--- src/rtl/fabric_pkg.sv ---
// Shared constants for the fabric unit: config opcodes, LUT select codes and
// the config parser state encoding.
package fabric_pkg;

  localparam logic [3:0] OP_WRITE   = 4'h1;
  localparam logic [7:0] OP_NOP     = 8'h00;
  localparam logic [7:0] OP_MASK    = 8'h20;
  localparam logic [7:0] OP_COMMIT  = 8'h30;
  localparam logic [7:0] OP_CLR_ERR = 8'h40;

  localparam logic [1:0] SEL_X = 2'd0;
  localparam logic [1:0] SEL_Y = 2'd1;

  typedef enum logic [2:0] {
    ST_IDLE,
    ST_W_ADDR,
    ST_W_DATA,
    ST_M_DATA,
    ST_COMMIT
  } cfg_state_e;

endpackage

--- src/rtl/fabric_layer.sv ---
// One logic layer: per-lane 3-input LUT pair with shadow and active copies.
// Shadow entries are written by the parser; commit_i copies them to active.
module fabric_layer
  import fabric_pkg::*;
#(
  parameter int WIDTH = 8
) (
  input  logic             clk,
  input  logic             rst_n,
  input  logic [WIDTH-1:0] x_i,
  input  logic [WIDTH-1:0] y_i,
  input  logic             wr_en_i,
  input  logic [1:0]       wr_sel_i,
  input  logic [5:0]       wr_lane_i,
  input  logic [7:0]       wr_data_i,
  input  logic             commit_i,
  output logic [WIDTH-1:0] x_o,
  output logic [WIDTH-1:0] y_o
);

  logic [7:0] lut_x_sh_q  [WIDTH];
  logic [7:0] lut_y_sh_q  [WIDTH];
  logic [7:0] lut_x_act_q [WIDTH];
  logic [7:0] lut_y_act_q [WIDTH];

  // NOTE: the LUTs are plain flops, not RAM, so they can and must be cleared
  // by reset; a RAM macro would need an explicit clearing sequence instead.
  always_ff @(posedge clk) begin
    if (!rst_n) begin
      for (int i = 0; i < WIDTH; i++) begin
        lut_x_sh_q[i]  <= '0;
        lut_y_sh_q[i]  <= '0;
        lut_x_act_q[i] <= '0;
        lut_y_act_q[i] <= '0;
      end
    end else begin
      for (int i = 0; i < WIDTH; i++) begin
        if (wr_en_i && wr_lane_i == 6'(i)) begin
          if (wr_sel_i == SEL_X) lut_x_sh_q[i] <= wr_data_i;
          else                   lut_y_sh_q[i] <= wr_data_i;
        end
        if (commit_i) begin
          lut_x_act_q[i] <= lut_x_sh_q[i];
          lut_y_act_q[i] <= lut_y_sh_q[i];
        end
      end
    end
  end

  // NOTE: defaults first so every path assigns the outputs and no latch forms.
  always_comb begin
    x_o = '0;
    y_o = '0;
    for (int i = 0; i < WIDTH; i++) begin
      x_o[i] = lut_x_act_q[i][{x_i[(i+1)%WIDTH], y_i[i], x_i[i]}];
      y_o[i] = lut_y_act_q[i][{x_i[(i+1)%WIDTH], y_i[i], x_i[i]}];
    end
  end

endmodule

--- src/rtl/fabric_unit.sv ---
// Cascaded LUT fabric with byte-serial shadow config and atomic commit.
// Data and config paths run independently; only COMMIT couples them.
module fabric_unit
  import fabric_pkg::*;
#(
  parameter int WIDTH  = 8,
  parameter int LAYERS = 4,
  parameter int PIPE   = 0
) (
  input  logic             clk,
  input  logic             rst_n,
  input  logic             in_valid,
  input  logic [WIDTH-1:0] data_in,
  output logic             out_valid,
  output logic [WIDTH-1:0] data_out,
  input  logic             cfg_valid,
  output logic             cfg_ready,
  input  logic [7:0]       cfg_data,
  output logic             cfg_err,
  output logic             cfg_pending
);

  localparam int LAT = (PIPE != 0) ? LAYERS + 1 : 1;

  cfg_state_e       state_q;
  logic [3:0]       layer_q;
  logic [1:0]       sel_q;
  logic [5:0]       lane_q;
  logic [2:0]       mcnt_q;
  logic [WIDTH-1:0] mask_sh_q, mask_act_q;
  logic             cfg_err_q, cfg_pending_q, cfg_ready_q;

  logic accept, target_ok, wr_fire, commit, last_mask;

  assign accept    = cfg_valid && cfg_ready_q;
  assign target_ok = (sel_q == SEL_X || sel_q == SEL_Y) &&
                     ({1'b0, layer_q} < 5'(LAYERS)) &&
                     ({1'b0, lane_q} < 7'(WIDTH));
  assign wr_fire   = accept && state_q == ST_W_DATA && target_ok;
  assign commit    = state_q == ST_COMMIT;
  assign last_mask = mcnt_q == 3'(WIDTH/8 - 1);

  // NOTE: sequential state uses non-blocking assignments so every register
  // samples pre-edge values regardless of statement order.
  always_ff @(posedge clk) begin
    if (!rst_n) begin
      state_q       <= ST_IDLE;
      layer_q       <= '0;
      sel_q         <= '0;
      lane_q        <= '0;
      mcnt_q        <= '0;
      mask_sh_q     <= '0;
      mask_act_q    <= '0;
      cfg_err_q     <= 1'b0;
      cfg_pending_q <= 1'b0;
      cfg_ready_q   <= 1'b1;
    end else if (commit) begin
      mask_act_q    <= mask_sh_q;
      cfg_pending_q <= 1'b0;
      cfg_ready_q   <= 1'b1;
      state_q       <= ST_IDLE;
    end else if (accept) begin
      case (state_q)
        ST_IDLE: begin
          if (cfg_data[7:4] == OP_WRITE) begin
            layer_q <= cfg_data[3:0];
            state_q <= ST_W_ADDR;
          end else if (cfg_data == OP_MASK) begin
            mcnt_q  <= '0;
            state_q <= ST_M_DATA;
          end else if (cfg_data == OP_COMMIT) begin
            cfg_ready_q <= 1'b0;
            state_q     <= ST_COMMIT;
          end else if (cfg_data == OP_CLR_ERR) begin
            cfg_err_q <= 1'b0;
          end else if (cfg_data != OP_NOP) begin
            cfg_err_q <= 1'b1;
          end
        end
        ST_W_ADDR: begin
          sel_q   <= cfg_data[7:6];
          lane_q  <= cfg_data[5:0];
          state_q <= ST_W_DATA;
        end
        ST_W_DATA: begin
          if (target_ok) cfg_pending_q <= 1'b1;
          else           cfg_err_q     <= 1'b1;
          state_q <= ST_IDLE;
        end
        ST_M_DATA: begin
          mask_sh_q[{mcnt_q, 3'b000} +: 8] <= cfg_data;
          if (last_mask) begin
            cfg_pending_q <= 1'b1;
            state_q       <= ST_IDLE;
          end else begin
            mcnt_q <= mcnt_q + 3'd1;
          end
        end
        default: state_q <= ST_IDLE;
      endcase
    end
  end

  assign cfg_ready   = cfg_ready_q;
  assign cfg_err     = cfg_err_q;
  assign cfg_pending = cfg_pending_q;

  // Layer n reads x_stage/y_stage[n-1]: a register when PIPE=1, a wire otherwise.
  logic [WIDTH-1:0] lx_in [LAYERS], ly_in [LAYERS];
  logic [WIDTH-1:0] lx_out[LAYERS], ly_out[LAYERS];
  logic [WIDTH-1:0] x_stage[LAYERS], y_stage[LAYERS];

  for (genvar n = 0; n < LAYERS; n++) begin : g_layer
    if (n == 0) begin : g_first
      assign lx_in[n] = data_in;
      assign ly_in[n] = ~data_in;
    end else begin : g_next
      assign lx_in[n] = x_stage[n-1];
      assign ly_in[n] = y_stage[n-1];
    end

    fabric_layer #(.WIDTH(WIDTH)) u_layer (
      .clk       (clk),
      .rst_n     (rst_n),
      .x_i       (lx_in[n]),
      .y_i       (ly_in[n]),
      .wr_en_i   (wr_fire && layer_q == 4'(n)),
      .wr_sel_i  (sel_q),
      .wr_lane_i (lane_q),
      .wr_data_i (cfg_data),
      .commit_i  (commit),
      .x_o       (lx_out[n]),
      .y_o       (ly_out[n])
    );
  end

  if (PIPE != 0) begin : g_pipe
    always_ff @(posedge clk) begin
      for (int n = 0; n < LAYERS; n++) begin
        if (!rst_n) begin
          x_stage[n] <= '0;
          y_stage[n] <= '0;
        end else begin
          x_stage[n] <= lx_out[n];
          y_stage[n] <= ly_out[n];
        end
      end
    end
  end else begin : g_comb
    always_comb begin
      for (int n = 0; n < LAYERS; n++) begin
        x_stage[n] = lx_out[n];
        y_stage[n] = ly_out[n];
      end
    end
  end

  logic [WIDTH-1:0] data_out_q;
  logic [LAT-1:0]   vld_q;

  always_ff @(posedge clk) begin
    if (!rst_n) begin
      data_out_q <= '0;
      vld_q      <= '0;
    end else begin
      data_out_q <= (x_stage[LAYERS-1] & ~mask_act_q) | (y_stage[LAYERS-1] & mask_act_q);
      vld_q[0]   <= in_valid;
      for (int k = 1; k < LAT; k++) vld_q[k] <= vld_q[k-1];
    end
  end

  assign data_out  = data_out_q;
  assign out_valid = vld_q[LAT-1];

endmodule

--- config.mk ---
export PLATFORM = sky130hd
export DESIGN_NAME = fabric_unit
export DESIGN_NICKNAME = d
export VERILOG_FILES = /design/src/rtl/fabric_pkg.sv /design/src/rtl/fabric_layer.sv /design/src/rtl/fabric_unit.sv
export SDC_FILE = /design/constraint.sdc
export NUM_CORES = 1
export LEC_CHECK = 0
export ABC_AREA = 0
export CAP_MARGIN = 20
export CORE_UTILIZATION = 45
export DETAILED_ROUTE_END_ITERATION = 10
export HOLD_SLACK_MARGIN = 0.03
export SLEW_MARGIN = 25
export SYNTH_ARGS = -nofsm -noshare
export SYNTH_HDL_FRONTEND = slang
export SYNTH_SLANG_ARGS = --single-unit
--- constraint.sdc ---
create_clock -name clk -period 18.79 [get_ports clk]
set_clock_uncertainty 0.05 [all_clocks]
set_input_delay 3.758 -clock clk [delete_from_list [all_inputs] [get_ports clk]]
set_output_delay 3.758 -clock clk [all_outputs]
set_load 0.1 [all_outputs]
==> qor.log, run 1 <==
[outcome] status finished clean
[finish] filler cell count in the final layout 6915
[clocking] insertion delay to the later sink of the worst-skew pair 640 ps
[yosys] most used flip-flop cell after synthesis edfxtp_1
[grt] number of global-route vias before repair 20179
[clocking] total of hold buffers inserted after clock tree synthesis 0
[timing] Slew headroom 0.289
[timing] Achievable Freq 134 MHz
[place] pre-CTS setup slack 10750 ps
[drt] 1st-pass router iterations 5
[die] area of the core region 0.0837 mm2
[yosys] number of distinct library cells after synthesis 55
[clocking] clk buf depth 3
[timing] final period demand of the worst path 7450 ps
[drt] DRC violations left 0
[place] total of buffers placed on input and output ports 31
[setup_path] worst-path fanout max 11
[power] power per unit of standard cell area 110 mW/mm2
[yosys] fraction of the mapped netlist area in simple logic gates 0.141
[grt] largest net degree at the start of global routing 160
[yosys] share of flip-flops with an asynchronous set or reset 0
[setup_path] cell count of the worst reg-to-reg path 11
[yosys] post-synthesis sequential area ratio 0.731
[grt] All-Layer GR Usage 0.184
[die] boundary pin count 32
[yosys] dominant combinational cell family by area after synthesis simple AND/OR/NAND/NOR gates
[clocking] post_cts resized 0
[timing] Hold Vio Cnt, Final 0
[setup_path] CP required 19250 ps
[hold_path] start point of the worst min-delay path mask_sh_q[5]
[die] Die Span X 293 um
[setup_path] arrival time at the worst endpoint 7920 ps
[die] Die Outline Area 0.0858 mm2
[yosys] Post-Synthesis Cells 2643
[hold_path] worst hold-check path type reg -> reg
[clocking] number of H-tree levels 3
[hold_path] Hold Path Depth 2
[yosys] xor/xnor share of the synthesized area 0.000230
[drt] routed wirelength normalized by instance count 20.4 um
[timing] Setup WS post-layout 11340 ps
[hold_path] Worst Hold End mask_act_q[5]
[finish] number of diodes 0
[setup_path] worst-case register-to-register setup slack 14790 ps
[timing] Least-Margin Pin Slew 1070 ps
[drt] Via Count 20524
[setup_path] FF-to-FF Start g_layer[0].u_layer.lut_x_act_q[0][10]
[grt] initial antenna violation count 0
[yosys] proportion of synthesized area in mux cells 0.0864
[place] number of placed instances with taps included 3653
[finish] Area Overhead vs Synth 11.7%
[clocking] clock tree from TritonCTS built
[timing] final number of max-transition violations 0
[timing] setup total negative slack 0 ps
[setup_path] endpoint of the lowest-slack register-to-register path data_out[0]
[grt] final global-route overflow total 0
[yosys] area share of the leading cell type in the synthesized netlist 0.707
[drt] average via count per standard cell 5.36
[clocking] clock tree root buffer cell clkbuf_16
[finish] net count reported at finish 2640
[finish] post-layout instance count excluding filler cells 3830
[yosys] count leader, synth edfxtp_1
[yosys] leading cell types by count after synthesis edfxtp_1, nor2_1, and3_1, mux2i_1, clkbuf_1
[power] leakage dissipation 16.5 nW
[timing] final setup violating endpoints 0
[setup_path] CP startpoint kind primary input
[place] post-detailed-placement half-perimeter wirelength 45.1 mm
[yosys] Post-Synthesis Net Count 2666
[finish] fraction of final layout cells sized beyond drive strength 1 0.0890
[clocking] number of setup buffers added after CTS 0
[place] weighted congestion reported at the end of routability-driven placement 0.782
[drt] number of DRC markers in iteration 0 1555
[timing] unrepaired setup endpoints after global routing no
[clocking] number of buffers added by the clock tree synthesis step 95
[power] largest voltage drop on the vdd net 0.0727 mV
[die] Chip Height 293 um
[yosys] post-synthesis share of cell area spent on full adders, half adders and majority gates 0.000986
[timing] worst hold slack across all endpoints 395 ps
[drt] Post-Route WL 78.2 mm
[yosys] cell type with the largest total area after synthesis edfxtp_1
[yosys] number of enable flip-flop cells after synthesis 896
[yosys] synthesized area 0.0381 mm2
[clocking] number of sinks handled by clock tree synthesis 942
[setup_path] crit end category flop
[yosys] count of state elements after synthesis 942
[drt] remaining antenna violation count after routing 0
[yosys] compound-cell area share of the yosys netlist 0.0180
[yosys] Mean Syn Cell Area 14.4 um2
[yosys] yosys warns 0
[die] Placement Rows 106
[setup_path] Critical Setup Path Class in -> reg
[timing] Period Utilization, post-route 0.397
[die] Starting Density 0.455
[grt] global-route wire length before repair 120 mm
[flow_run] max-capacitance violation count 0
[yosys] largest cells by area after synthesis edfxtp_1, mux2i_1, and3_1
[clocking] clock-pin slew reported for the worst setup and hold paths after clock tree synthesis 60 ps
-- how the worst max path moves through the flow --
stage / slack, ps / to / startpoint
3_3_place_gp: 10850 / data_out[0] / data_in[1]
2_1_floorplan: 3920 / g_layer[0].u_layer.lut_x_act_q[0][10] / rst_n
4_1_cts: 11410 / data_out[1] / data_in[1]
6_report: 11340 / data_out[0] / data_in[1]
5_1_grt: 11130 / data_out[0] / data_in[1]
3_5_place_dp: 10750 / data_out[0] / data_in[1]
-- stage by stage --
stage                util  total power [mW]  instance area, um2
global route        0.508              4.85               42500
floorplan               -              2.77               38100
CTS                 0.508              4.74               42500
detailed placement  0.471              2.87               39400
global placement    0.471              2.86               39400
finish              0.508              4.70               42500
-- critical path: stages --
cell and delay (ps):
clkdlybuf4s50_1 630, mux4_2 740, mux2i_1 220, mux2i_1 110
mux2i_1 800, o2111ai_1 250, nand4_1 520, mux2_2 400
nand4_1 90, a31oi_1 120, o21ai_0 190, nand2_1 70
-- power by group --
group          switching, mW  internal, mW  leakage (nW)
Sequential            0.0275          2.39          9.47
Clock                  0.774          1.10          1.51
Combinational          0.260         0.136          5.52
-- layout by cell type (no fill, tap or decap), types with 5 or more instances in the layout --
cell,instances
a211oi_1,14
a21oi_1,25
and2_1,116
and3_1,337
buf_4,29
bufinv_16,10
clkbuf_1,22
clkbuf_16,97
clkbuf_8,5
clkdlybuf4s50_1,30
clkinv_1,17
clkinv_2,17
dfxtp_1,46
edfxtp_1,896
inv_1,25
inv_6,5
mux2_2,23
mux2i_1,251
mux4_2,20
nand2_1,147
nand2_4,5
nand2b_1,8
nand3_1,15
nand4_1,7
nor2_1,388
nor2b_1,13
nor3_1,14
o2111ai_1,6
o21ai_1,18
o22a_1,7
-- area by class of cell --
class | instances | area [um2] | area share
multi-input cells | 1487 | 9490 | 0.223
flip-flops and latches | 942 | 27800 | 0.654
clock inverters | 52 | 515 | 0.0121
clock buffers | 124 | 2580 | 0.0606
well taps | 1134 | 1420 | 0.0334
repair buffers | 65 | 614 | 0.0144
inverters | 26 | 97.6 | 0.00229
-- kinds of logic (layout without fill, tap and decap cells) --
family | count (synthesis) | in the layout
compound gates | 102 | 102
xor+xnor | 1 | 1
fa+ha+maj | 3 | 3
buf+inv | 214 | 267
flops | 942 | 942
mux | 300 | 300
simple gates | 1081 | 1081
-- metal layers --
layer | global-route usage | vias up | wire (um)
li1 | - | 9646 | -
met1 | 0.251 | 10254 | 34000
met2 | 0.305 | 503 | 37900
met3 | 0.0252 | 121 | 4350
met4 | 0.0581 | 0 | 1850
met5 | 0 | - | 0
-- state kept, by name, summed over array words and instances, names as in the netlist, 2 cells and up --
signal                       cells
g_layer.u_layer.lut_y_act_q    224
mask_sh_q                        8
mask_act_q                       8
mcnt_q                           3
layer_q                          4
sel_q                            2
state_q                          3
g_layer.u_layer.lut_x_act_q    224
data_out                         8
g_layer.u_layer.lut_y_sh_q     224
g_layer.u_layer.lut_x_sh_q     224
lane_q                           6
(Power assumes the default switching activity.)
==> run 2, diff against run 1 <==
- clock period: 18.79 -> 6.7 ns (I/O delays scaled with it)
==> run 2 against run 1 <==
Global-route usage fell by 0.27 points; largest power group unchanged; critical endpoint is now data_out[1]; critical path type unchanged; clock-buffer cell count shrank 4; register-to-register slack worse by 12000 ps; total power increased to 2.8 times the previous value; die area unchanged; hold slack improved by 1.2 ps.
==> qor.log, run 2 (synthesized netlist as in run 1, its figures left out) <==
[power] leakage dissipation 16.5 nW
[clocking] clock-pin slew reported for the worst setup and hold paths after clock tree synthesis 60 ps
[timing] setup total negative slack 0 ps
[finish] fraction of final layout cells sized beyond drive strength 1 0.0883
[setup_path] FF-to-FF Start g_layer[0].u_layer.lut_y_act_q[0][13]
[grt] All-Layer GR Usage 0.181
[timing] Slew headroom 0.309
[power] Switching Share 0.224
[place] pre-CTS setup slack 1020 ps
[clocking] insertion delay to the later sink of the worst-skew pair 640 ps
[drt] routed wirelength normalized by instance count 20.0 um
[setup_path] CP required 7180 ps
[finish] post-route cell area 0.0426 mm2
[setup_path] crit end category flop
[clocking] clock tree from TritonCTS built
[timing] Achievable Freq 201 MHz
[timing] final setup violating endpoints 0
[drt] DRC violations left 0
[finish] net count reported at finish 2642
[timing] Least-Margin Pin Slew 1040 ps
[timing] final number of max-transition violations 0
[drt] remaining antenna violation count after routing 0
[power] Gate power share 0.084
[hold_path] worst hold-check path type reg -> reg
[drt] average via count per standard cell 5.29
[finish] Area Overhead vs Synth 11.8%
[setup_path] endpoint of the lowest-slack register-to-register path data_out[1]
[clocking] number of setup buffers added after CTS 0
[power] sequential group share of total power 0.517
[grt] number of global-route vias before repair 20090
[place] total of buffers placed on input and output ports 31
[power] Power Internal 10.2 mW
[finish] filler cell count in the final layout 6906
[hold_path] Worst Hold End mask_act_q[2]
[power] Switching Power 2.94 mW
[outcome] status finished clean
[power] share of total power in the clock network 0.399
[grt] final global-route overflow total 0
[die] area of the core region 0.0837 mm2
[clocking] number of buffers added by the clock tree synthesis step 94
[timing] Setup WS post-layout 1730 ps
[drt] Post-Route WL 76.7 mm
[die] Die Span X 293 um
[grt] largest net degree at the start of global routing 341
[place] weighted congestion reported at the end of routability-driven placement 0.756
[timing] unrepaired setup endpoints after global routing no
[timing] Period Utilization, post-route 0.742
[hold_path] Hold Path Depth 2
[hold_path] start point of the worst min-delay path mask_sh_q[2]
[clocking] number of sinks handled by clock tree synthesis 942
[clocking] number of H-tree levels 3
[grt] global-route wire length before repair 118 mm
[die] Chip Height 293 um
[die] Die Outline Area 0.0858 mm2
[clocking] post_cts resized 0
[setup_path] CP startpoint kind primary input
[drt] number of DRC markers in iteration 0 1595
[setup_path] worst-path fanout max 16
[finish] Layout Utilization 0.509
[timing] final period demand of the worst path 4970 ps
[finish] commonest non-fill, non-tap cell in the layout edfxtp_1
[finish] commonest non-fill, non-tap cells in the layout edfxtp_1, nor2_1, and3_1
[flow_run] max-capacitance violation count 0
[power] power per unit of standard cell area 309 mW/mm2
[finish] number of diodes 0
[setup_path] Critical Setup Path Class in -> reg
[setup_path] worst-case register-to-register setup slack 2750 ps
[die] Placement Rows 106
[place] post-detailed-placement half-perimeter wirelength 43.9 mm
[setup_path] arrival time at the worst endpoint 5450 ps
[die] Starting Density 0.455
[drt] Via Count 20242
[grt] initial antenna violation count 0
[clocking] total of hold buffers inserted after clock tree synthesis 0
[finish] post-layout instance count excluding filler cells 3830
[clocking] clk buf depth 3
[setup_path] cell count of the worst reg-to-reg path 11
[power] largest voltage drop on the vdd net 0.207 mV
[clocking] clock tree root buffer cell clkbuf_16
[drt] 1st-pass router iterations 5
[place] number of placed instances with taps included 3656
[die] boundary pin count 32
[timing] Hold Vio Cnt, Final 0
[place] total placed instance area 0.0394 mm2
run 2: changes by cell type in the layout (fill, tap and decap cells not counted), moves of 2 or more:
| cell | previous run | this run |
|---|---|---|
| buf_4 | 29 | 33 |
| inv_6 | 5 | 1 |
| clkbuf_8 | 5 | 2 |
| nor2_2 | 3 | 1 |
| buf_6 | 3 | 0 |
| clkinv_8 | 0 | 2 |
| nor2_1 | 388 | 390 |
| buf_12 | 1 | 3 |
run 2: worst max path at each step:
stage / startpoint / to / cells past startpoint
after detailed placement: data_in[3] / data_out[3] / 12
after floorplan: rst_n / g_layer[0].u_layer.lut_x_act_q[0][10] / 3
final: data_in[1] / data_out[1] / 12
after global placement: data_in[1] / data_out[1] / 12
after global routing: data_in[1] / data_out[1] / 12
after CTS: data_in[3] / data_out[3] / 12
run 2: power groups by stage:
stage	registers [mW]	clock network, mW	logic (mW)
6_report	6.79	5.24	1.10
5_1_grt	6.82	5.55	1.19
4_1_cts	6.80	5.33	1.12
3_5_place_dp	6.92	0	1.12
3_3_place_gp	6.91	0	1.09
2_1_floorplan	7.01	0	0.717
run 2: area by class of cell:
type | count | area (um2) | share of cell area
Inverter | 26 | 97.6 | 0.00229
Clock buffer | 120 | 2530 | 0.0595
Timing Repair Buffer | 68 | 646 | 0.0152
Tap cell | 1134 | 1420 | 0.0333
Multi-Input combinational cell | 1487 | 9480 | 0.223
Clock inverter | 53 | 553 | 0.0130
Sequential cell | 942 | 27800 | 0.654
run 2: worst max-delay path: stages:
cell             delay (ps)
clkdlybuf4s50_1         620
mux4_2                  700
mux2_2                  320
nor3_1                  410
or3_4                   340
mux2i_1                 210
mux2i_1                  90
mux2_2                  450
mux2i_1                 220
mux2i_1                 100
mux4_2                  470
and2_1                  160
run 2: metal layers:
metal	share of wire	GRT usage	wire length, um
met5	0	0	0
met4	0.019	0.0518	1430
met3	0.049	0.0263	3730
met2	0.50	0.312	38400
met1	0.43	0.238	33100
run 2: per-stage QoR:
step	power (mW)	hold WS, ps
after floorplan	7.73	381
after global placement	8.01	398
after detailed placement	8.04	404
after CTS	13.3	396
after global routing	13.6	419
final	13.1	396
==> run 3, diff against run 2 <==
- clock period: 6.7 -> 4.35 ns (I/O delays scaled with it)
==> run 3 against run 2 <==
Non-clock buffer count grew 131; core utilization up 1.4 points; critical path depth unchanged; global-route usage rose by 0.14 points; sequential power rose by 55%; sequential share of layout area fell by 1.7 points; routed wire length up 1.1%; combinational power rose by 75%; total power up 56%.
==> qor.log, run 3 (synthesized netlist as in run 1, its figures left out) <==
[clocking] clock tree from TritonCTS built
[grt] number of global-route vias before repair 20689
[timing] unrepaired setup endpoints after global routing no
[place] total placed instance area 0.0406 mm2
[die] Chip Height 293 um
[setup_path] FF-to-FF Start lane_q[5]
[clocking] number of sinks handled by clock tree synthesis 942
[timing] worst hold slack across all endpoints 410 ps
[setup_path] endpoint of the lowest-slack register-to-register path g_layer[2].u_layer.lut_y_sh_q[1][7]
[drt] remaining antenna violation count after routing 0
[die] Die Span X 293 um
[die] Starting Density 0.455
[hold_path] start point of the worst min-delay path mask_sh_q[6]
[finish] number of diodes 0
[setup_path] standard cell with the maximum stage delay on the critical path mux4_2
[power] largest voltage drop on the vdd net 0.295 mV
[setup_path] CP required 4820 ps
[setup_path] Buf+Inv Stages, Crit Path 1
[clocking] insertion delay to the later sink of the worst-skew pair 640 ps
[finish] Layout Utilization 0.522
[drt] number of DRC markers in iteration 0 1705
[grt] final global-route overflow total 0
[timing] final period demand of the worst path 4080 ps
[grt] All-Layer GR Usage 0.183
[timing] Hold Vio Cnt, Final 0
[grt] largest net degree at the start of global routing 169
[clocking] clk buf depth 3
[timing] Setup WS post-layout 265 ps
[finish] commonest non-fill, non-tap cells in the layout edfxtp_1, nor2_1, and3_1
[drt] routed wirelength normalized by instance count 19.6 um
[place] pre-CTS setup slack -426 ps
[die] Placement Rows 106
[finish] post-layout instance count excluding filler cells 3959
[setup_path] Critical Setup Path Class in -> reg
[hold_path] Worst Hold End mask_act_q[6]
[setup_path] crit path cell chain clkdlybuf4s50_1 > mux4_2 > mux2i_1 > a22o_4 > or3_4 > mux2i_1 > mux2i_1 > mux2_2 > mux2i_1 > mux2i_1 > mux4_2 > and2_1
[timing] Slew headroom 0.316
[finish] Area Overhead vs Synth 14.7%
[finish] fraction of final layout cells sized beyond drive strength 1 0.132
[drt] DRC violations left 0
[drt] Post-Route WL 77.5 mm
[finish] commonest non-fill, non-tap cell in the layout edfxtp_1
[drt] 1st-pass router iterations 5
[setup_path] worst stage delay on the critical path 620 ps
[timing] final number of max-transition violations 0
[die] Die Outline Area 0.0858 mm2
[hold_path] worst hold-check path type reg -> reg
[place] weighted congestion reported at the end of routability-driven placement 0.781
[clocking] number of buffers added by the clock tree synthesis step 93
[finish] filler cell count in the final layout 6790
[timing] setup total negative slack 0 ps
[finish] flip-flop and latch area 0.0278 mm2
[finish] net count reported at finish 2772
[setup_path] cell occurring most often along the worst timing path mux2i_1
[setup_path] Crit path max-delay family multiplexers
[timing] Achievable Freq 245 MHz
[setup_path] worst-case register-to-register setup slack 750 ps
[setup_path] arrival time at the worst endpoint 4560 ps
[timing] Period Utilization, post-route 0.939
[hold_path] Hold Path Depth 2
[die] boundary pin count 32
[grt] global-route wire length before repair 119 mm
[outcome] status finished clean
[grt] initial antenna violation count 0
[setup_path] CP startpoint kind primary input
[clocking] number of H-tree levels 3
[finish] post-route cell area 0.0437 mm2
[timing] Least-Margin Pin Slew 1030 ps
[timing] final setup violating endpoints 0
[finish] multi-input combinational cell area 0.00945 mm2
[setup_path] crit end category flop
[power] overall power 20.5 mW
[clocking] post_cts resized 0
[power] leakage dissipation 17.2 nW
[die] area of the core region 0.0837 mm2
[place] post-detailed-placement half-perimeter wirelength 47.2 mm
[clocking] total of hold buffers inserted after clock tree synthesis 0
[clocking] clock-pin slew reported for the worst setup and hold paths after clock tree synthesis 60 ps
[drt] average via count per standard cell 5.24
[setup_path] cell count of the worst reg-to-reg path 8
[clocking] number of setup buffers added after CTS 0
[drt] Via Count 20742
[place] total of buffers placed on input and output ports 31
[power] power per unit of standard cell area 468 mW/mm2
[clocking] clock tree root buffer cell clkbuf_16
[place] number of placed instances with taps included 3788
[flow_run] max-capacitance violation count 0
[setup_path] worst-path fanout max 9
==> run 3: changes by cell type in the layout (fill, tap and decap cells not counted), moves of 2 or more <==
| cell | before | now |
|---|---|---|
| nor3_1 | 15 | 17 |
| nor3_2 | 3 | 1 |
| clkbuf_1 | 21 | 11 |
| clkinv_8 | 2 | 0 |
| nand2_2 | 4 | 8 |
| buf_4 | 33 | 150 |
| buf_12 | 3 | 19 |
| nand2_4 | 4 | 0 |
| clkinv_4 | 1 | 3 |
| clkinv_2 | 18 | 25 |
==> run 3: how the worst max path moves through the flow <==
stage / start / to / slack, ps / cells past startpoint
2_1_floorplan: data_in[0] / data_out[6] / 30 / 12
5_1_grt: data_in[1] / data_out[1] / 90 / 12
4_1_cts: data_in[1] / data_out[1] / 240 / 12
6_report: data_in[1] / data_out[1] / 270 / 12
3_5_place_dp: data_in[1] / data_out[1] / -430 / 12
3_3_place_gp: data_in[1] / data_out[1] / -290 / 12
==> run 3: tightest hold or removal path, stage by stage (launching register included) <==
cell and delay [ps]:
dfxtp_1 310, nand2_1 50, a21oi_1 50
==> run 3: power by group <==
| group | internal (mW) | switching (mW) | leakage [nW] | total, mW |
|---|---|---|---|---|
| registers | 10.3 | 0.119 | 9.47 | 10.5 |
| clock network | 4.73 | 3.33 | 1.53 | 8.06 |
| logic | 0.785 | 1.15 | 6.21 | 1.93 |
==> run 3: cell type report <==
class,count,area share
multi-input combinational,1487,0.216
inverter,26,0.00223
sequential,942,0.637
clock inverter,62,0.0138
timing repair buffer,199,0.0415
tap,1134,0.0325
clock buffer,109,0.0568
==> run 3: per-layer routing <==
| layer | vias up | share of wire | GRT usage |
|---|---|---|---|
| li1 | 9899 | - | - |
| met1 | 10216 | 0.43 | 0.236 |
| met2 | 484 | 0.49 | 0.310 |
| met3 | 143 | 0.051 | 0.0276 |
| met4 | 0 | 0.032 | 0.0702 |
| met5 | - | 0 | 0 |
